$ cat src/rtl/sort3_stream.sv
// sort3_stream: accepts one unsigned 8-bit triple and streams it out sorted.
// The sort is three compare-and-swap steps, then the elements go out one at a time
// under valid/ready.
// Build option: define SORT3_DESCEND_EN to emit largest first. Ports and timing
// are the same in both builds.
// All outputs come straight from registers. Because of that, the first EMIT cycle
// fills the output register, and the first element becomes visible one edge later.
module sort3_stream (
  input  logic       clk,
  input  logic       rst_n,
  input  logic       in_valid,
  output logic       in_ready,
  input  logic [7:0] a,
  input  logic [7:0] b,
  input  logic [7:0] c,
  output logic       out_valid,
  input  logic       out_ready,
  output logic [7:0] out_data,
  output logic       out_last
);

  typedef enum logic [2:0] {
    StIdle,
    StCmp0,
    StCmp1,
    StCmp2,
    StEmit
  } state_e;

  state_e     state_q, state_d;
  logic [7:0] r0_q, r0_d;
  logic [7:0] r1_q, r1_d;
  logic [7:0] r2_q, r2_d;
  logic [1:0] idx_q, idx_d;
  logic       in_ready_q, in_ready_d;
  logic       out_valid_q, out_valid_d;
  logic       out_last_q, out_last_d;
  logic [7:0] out_data_q, out_data_d;

  // True when the pair (x, y) must be swapped. The test is strict, so equal
  // operands never move.
  function automatic logic out_of_order(logic [7:0] x, logic [7:0] y);
`ifdef SORT3_DESCEND_EN
    return x < y;
`else
    return x > y;
`endif
  endfunction

  // Select the sorted element at position i.
  function automatic logic [7:0] pick(logic [1:0] i, logic [7:0] x0, logic [7:0] x1,
                                      logic [7:0] x2);
    logic [7:0] v;
    unique case (i)
      2'd0:    v = x0;
      2'd1:    v = x1;
      default: v = x2;
    endcase
    return v;
  endfunction

  // Next-state: load, three compare-and-swap steps, then emit under handshake.
  always_comb begin
    state_d     = state_q;
    r0_d        = r0_q;
    r1_d        = r1_q;
    r2_d        = r2_q;
    idx_d       = idx_q;
    in_ready_d  = in_ready_q;
    out_valid_d = out_valid_q;
    out_last_d  = out_last_q;
    out_data_d  = out_data_q;

    unique case (state_q)
      StIdle: begin
        if (in_valid) begin
          r0_d       = a;
          r1_d       = b;
          r2_d       = c;
          in_ready_d = 1'b0;
          state_d    = StCmp0;
        end
      end
      StCmp0: begin
        if (out_of_order(r0_q, r1_q)) begin
          r0_d = r1_q;
          r1_d = r0_q;
        end
        state_d = StCmp1;
      end
      StCmp1: begin
        if (out_of_order(r1_q, r2_q)) begin
          r1_d = r2_q;
          r2_d = r1_q;
        end
        state_d = StCmp2;
      end
      StCmp2: begin
        if (out_of_order(r0_q, r1_q)) begin
          r0_d = r1_q;
          r1_d = r0_q;
        end
        idx_d   = 2'd0;
        state_d = StEmit;
      end
      StEmit: begin
        if (!out_valid_q) begin
          // Output register fill: present element idx.
          out_valid_d = 1'b1;
          out_data_d  = pick(idx_q, r0_q, r1_q, r2_q);
          out_last_d  = (idx_q == 2'd2);
        end else if (out_ready) begin
          if (idx_q == 2'd2) begin
            idx_d       = 2'd0;
            out_valid_d = 1'b0;
            out_last_d  = 1'b0;
            in_ready_d  = 1'b1;
            state_d     = StIdle;
          end else begin
            idx_d      = idx_q + 2'd1;
            out_data_d = pick(idx_q + 2'd1, r0_q, r1_q, r2_q);
            out_last_d = (idx_q == 2'd1);
          end
        end
        // A stall leaves idx, data and last untouched.
      end
      default: begin
        state_d     = StIdle;
        idx_d       = 2'd0;
        in_ready_d  = 1'b1;
        out_valid_d = 1'b0;
        out_last_d  = 1'b0;
      end
    endcase
  end

  // State and output registers. The synchronous reset drops any triple in flight.
  always_ff @(posedge clk) begin
    if (!rst_n) begin
      state_q     <= StIdle;
      r0_q        <= 8'h00;
      r1_q        <= 8'h00;
      r2_q        <= 8'h00;
      idx_q       <= 2'd0;
      in_ready_q  <= 1'b1;
      out_valid_q <= 1'b0;
      out_last_q  <= 1'b0;
      out_data_q  <= 8'h00;
    end else begin
      state_q     <= state_d;
      r0_q        <= r0_d;
      r1_q        <= r1_d;
      r2_q        <= r2_d;
      idx_q       <= idx_d;
      in_ready_q  <= in_ready_d;
      out_valid_q <= out_valid_d;
      out_last_q  <= out_last_d;
      out_data_q  <= out_data_d;
    end
  end

  assign in_ready  = in_ready_q;
  assign out_valid = out_valid_q;
  assign out_last  = out_last_q;
  assign out_data  = out_data_q;

endmodule
$ cat config.mk
export PLATFORM = sky130hd
export DESIGN_NAME = sort3_stream
export DESIGN_NICKNAME = d
export VERILOG_FILES = /design/src/rtl/sort3_stream.sv
export SDC_FILE = /design/constraint.sdc
export NUM_CORES = 1
export LEC_CHECK = 0
export CAP_MARGIN = 20
export CORE_MARGIN = 2
export CORE_UTILIZATION = 50
export CTS_CLUSTER_DIAMETER = 50
export CTS_CLUSTER_SIZE = 40
export DETAILED_ROUTE_END_ITERATION = 8
export PLACE_DENSITY = 0.74
export SKIP_LAST_GASP = 1
export SLEW_MARGIN = 20
export SYNTH_ARGS = -nofsm -noshare
export SYNTH_HDL_FRONTEND = slang
export SYNTH_SLANG_ARGS = --single-unit
$ cat constraint.sdc
create_clock -name clk -period 2.8 [get_ports clk]
set_input_delay 0.7 -clock clk [delete_from_list [all_inputs] [get_ports clk]]
set_output_delay 0.7 -clock clk [all_outputs]
set_load 0.02 [all_outputs]
==> metrics.md <==
| Metric | Value |
|---|---|
| Metal1 wirelength | 3380 um |
| Syn nets | 381 |
| Critical path endpoint category | flip-flop |
| DP Worst Slack | 229 ps |
| Clk root buf | clkbuf_8 |
| Top_reg_cell synth | dfxtp_1 |
| Detailed Routing Iterations Pass 1 | 5 |
| Top delay family on crit path | compound AO/OA/AOI/OAI gates |
| Grt ovf | 0 |
| Hold path cells | 2 |
| Worst-Margin Slew | 703 ps |
| Slew headroom | 0.530 |
| Postcts setup bufs | 0 |
| # IOs | 39 |
| Nets | 413 |
| Synthesized area | 2670 sq um |
| Crit path max-delay cell type | dfxtp_1 |
| Startpoint Class | flip-flop |
| Initial antenna violation count | 0 |
| Die Area | 5930 sq um |
| Cells after synthesis | 331 |
| Hold_buf cts | 0 |
| Routed WL | 7430 um |
| Met2 Wirelength | 3470 um |
| GRT Util Overall | 0.261 |
| Clock sinks | 40 |
| Ordered cell list for the critical path | inv_1 -> ha_1 -> nand4_1 -> a21o_1 -> a2111oi_4 -> buf_4 -> a222oi_1 -> o2bb2ai_1 |
| Dpl cell area | 3110 sq um |
| Core Rows | 26 |
| Clock Tree Buf Depth | 2 |
| Fmax | 426 MHz |
| CTS tree | built |
| CTS Buf Count | 5 |
| N_diodes | 0 |
| Final setup viols | 0 |
| Post-DRT Antenna Nets | 0 |
| Kind of critical path | flip-flop to flip-flop |
| Worst Path Required | 3030 ps |
| Reg2Reg Depth | 8 |
| Register area share after synthesis | 0.300 |
| Met3 Wirelength | 398 um |
| Number of global-route vias before repair | 2,483 |
| Gpl congestion | 0.843 |
| Worst vdd ir | 0.757 mV |
| Largest net degree at the start of global routing | 38 |
| Routed WL per cell | 17.1 um |
| EDFF count, synth | 0 |
| Dpl hpwl | 5270 um |
| Max-cap viol count | 0 |
| Final worst clock skew | 8.77 ps |
| RSZ-0062 raised after global routing | false |
| Asr flop ratio synth | 0 |
| Fin worst setup slack | 452 ps |
| Placed cell count | 426 |
| Crit-path max cell delay | 500 ps |
| Yosys reg bits | 40 |
| Slew Limit Fails | 0 |
| Layout cell share with drive strength beyond 1 | 0.0632 |
| Final setup TNS | 0 ps |
| Starting DRT DRC Count | 273 |
| Lkg Pwr | 1.21 nW |
| Tmin final | 2350 ps |
| Yosys warnings | 0 |
| Die width | 77.0 um |
| Port Buffers | 38 |
| Highest Signal Layer | met4 |
| Post_cts resized | 0 |
| Vias | 2,669 |
| Initial Utilization | 0.519 |
| Tcrit/Tclk final | 0.839 |
| Vias per cell | 6.15 |
| Synth-to-Final Area Change | 21.5% |
| Final Hold Viols | 0 |
| Fin area | 3240 sq um |
| Skew-Pair Late Insertion Delay | 310 ps |
| Synth cell types | 37 |
| Syn Area/Cell | 8.05 sq um |
| Crit. path cell count | 8 |
| WP data arrival | 2580 ps |
| First-pass GRT wire length | 12,400 um |
| Core area | 5140 sq um |
| Peak fanout along the critical path | 24 |
| H-tree depth | 2 |
| Type of the worst min-delay path | flip-flop to flip-flop |
| Die H | 77.0 um |
| Outcome | complete, no violations |
| DRC | 0 |
| Clk slew on worst S/H paths | 80 ps |
| Layout Cells excl Fill | 434 |
| Power per Cell Area | 842 nW/um^2 |
| WP buf/inv | 2 |
## cell usage after synthesis (2+ instances only)
master / instances / area (sq um)
a211oi_1: 25 / 188
a21o_1: 3 / 22.5
a21oi_1: 33 / 165
a221oi_1: 3 / 26.3
a222oi_1: 5 / 50.1
a22o_1: 8 / 70.1
a22oi_1: 19 / 143
buf_1: 5 / 18.8
buf_2: 5 / 25.0
clkbuf_1: 13 / 48.8
dfxtp_1: 40 / 801
ha_1: 22 / 275
inv_1: 21 / 78.8
mux2i_1: 8 / 80.1
nand2_1: 24 / 90.1
nand2b_1: 2 / 12.5
nand3_1: 5 / 25.0
nand4_1: 6 / 37.5
nor2_1: 37 / 139
nor2b_1: 4 / 25.0
nor3_1: 2 / 10.0
o211ai_1: 10 / 75.1
o21ai_0: 6 / 30.0
o2bb2ai_1: 5 / 43.8
o41ai_1: 8 / 70.1
## cell families after synthesis
family,count (synthesis),share of synthesized area
adder cells (fa/ha/maj),22,0.103
multiplexers,8,0.0300
AND/OR/NAND/NOR,83,0.137
XOR/XNOR,1,0.00329
flip-flops,40,0.300
buffers and inverters,47,0.0728
AO/OA/AOI/OAI,130,0.354
## tightest hold or removal path: cells and delay by family (launching register included)
kind             cells  cell delay, ps
flip-flops           1             330
AO/OA/AOI/OAI        1              60
AND/OR/NAND/NOR      1              70
## layout make-up
class                           instances  area [sq um]
Fill cell                             490          1900
Multi-Input combinational cell        244          1670
Sequential cell                        40           801
Timing Repair Buffer                   50           470
Clock buffer                            7          96.3
Tap cell                               70          87.6
Inverter                               22          82.6
Clock inverter                          1          30.0
## worst paths after layout
kind | from | end | slack, ps
max | r1_q[4] | r0_q[6] | 450
min | out_data[1] | out_data[1] | 490
max reg2reg | r1_q[4] | r0_q[6] | 450
min reg2reg | out_data[1] | out_data[1] | 490
## flip-flops by register name (all words and copies together) (netlist names)
| register | count |
|---|---|
| out_data | 8 |
| in_ready | 1 |
| r1_q | 8 |
| r2_q | 8 |
| r0_q | 8 |
| out_valid | 1 |
| idx_q | 2 |
| out_last | 1 |
| state_q | 3 |
## cells in the final DEF (no fill, tap or decap), drive strengths merged, types with 2 or more instances in the layout
master,instances
dfxtp,40
nor2,37
a21oi,33
ha,22
a22oi,19
nand4,6
o2bb2ai,5
nor3,2
o211ai,10
clkdlybuf4s50,38
buf,12
a22o,8
a221oi,3
nor2b,4
a211oi,25
mux2i,8
inv,22
a222oi,5
clkbuf,7
a21o,3
o41ai,8
nand3,5
nand2,24
o21ai,6
nand2b,2
## power by group
part	switching, mW	total, mW	internal, mW
Combinational	0.721	1.27	0.544
Clock	0.221	0.536	0.315
Sequential	0.221	0.925	0.703
Total	1.16	2.73	1.56
## routing by layer
metal  global-route usage  up-vias
met1                0.355     1257
li1                     -     1301
met3               0.0529       20
met4               0.0857        0
met5                    0        -
met2                0.416       91
## stage by stage
step | power (mW) | util | hold WS [ps]
after floorplan | 1.80 | - | 465
after global routing | 2.92 | 0.630 | 523
after global placement | 2.13 | 0.605 | 467
after CTS | 2.70 | 0.630 | 493
final | 2.73 | 0.630 | 490
after detailed placement | 2.16 | 0.605 | 474
No activity file was read; power rests on OpenSTA's default activity.
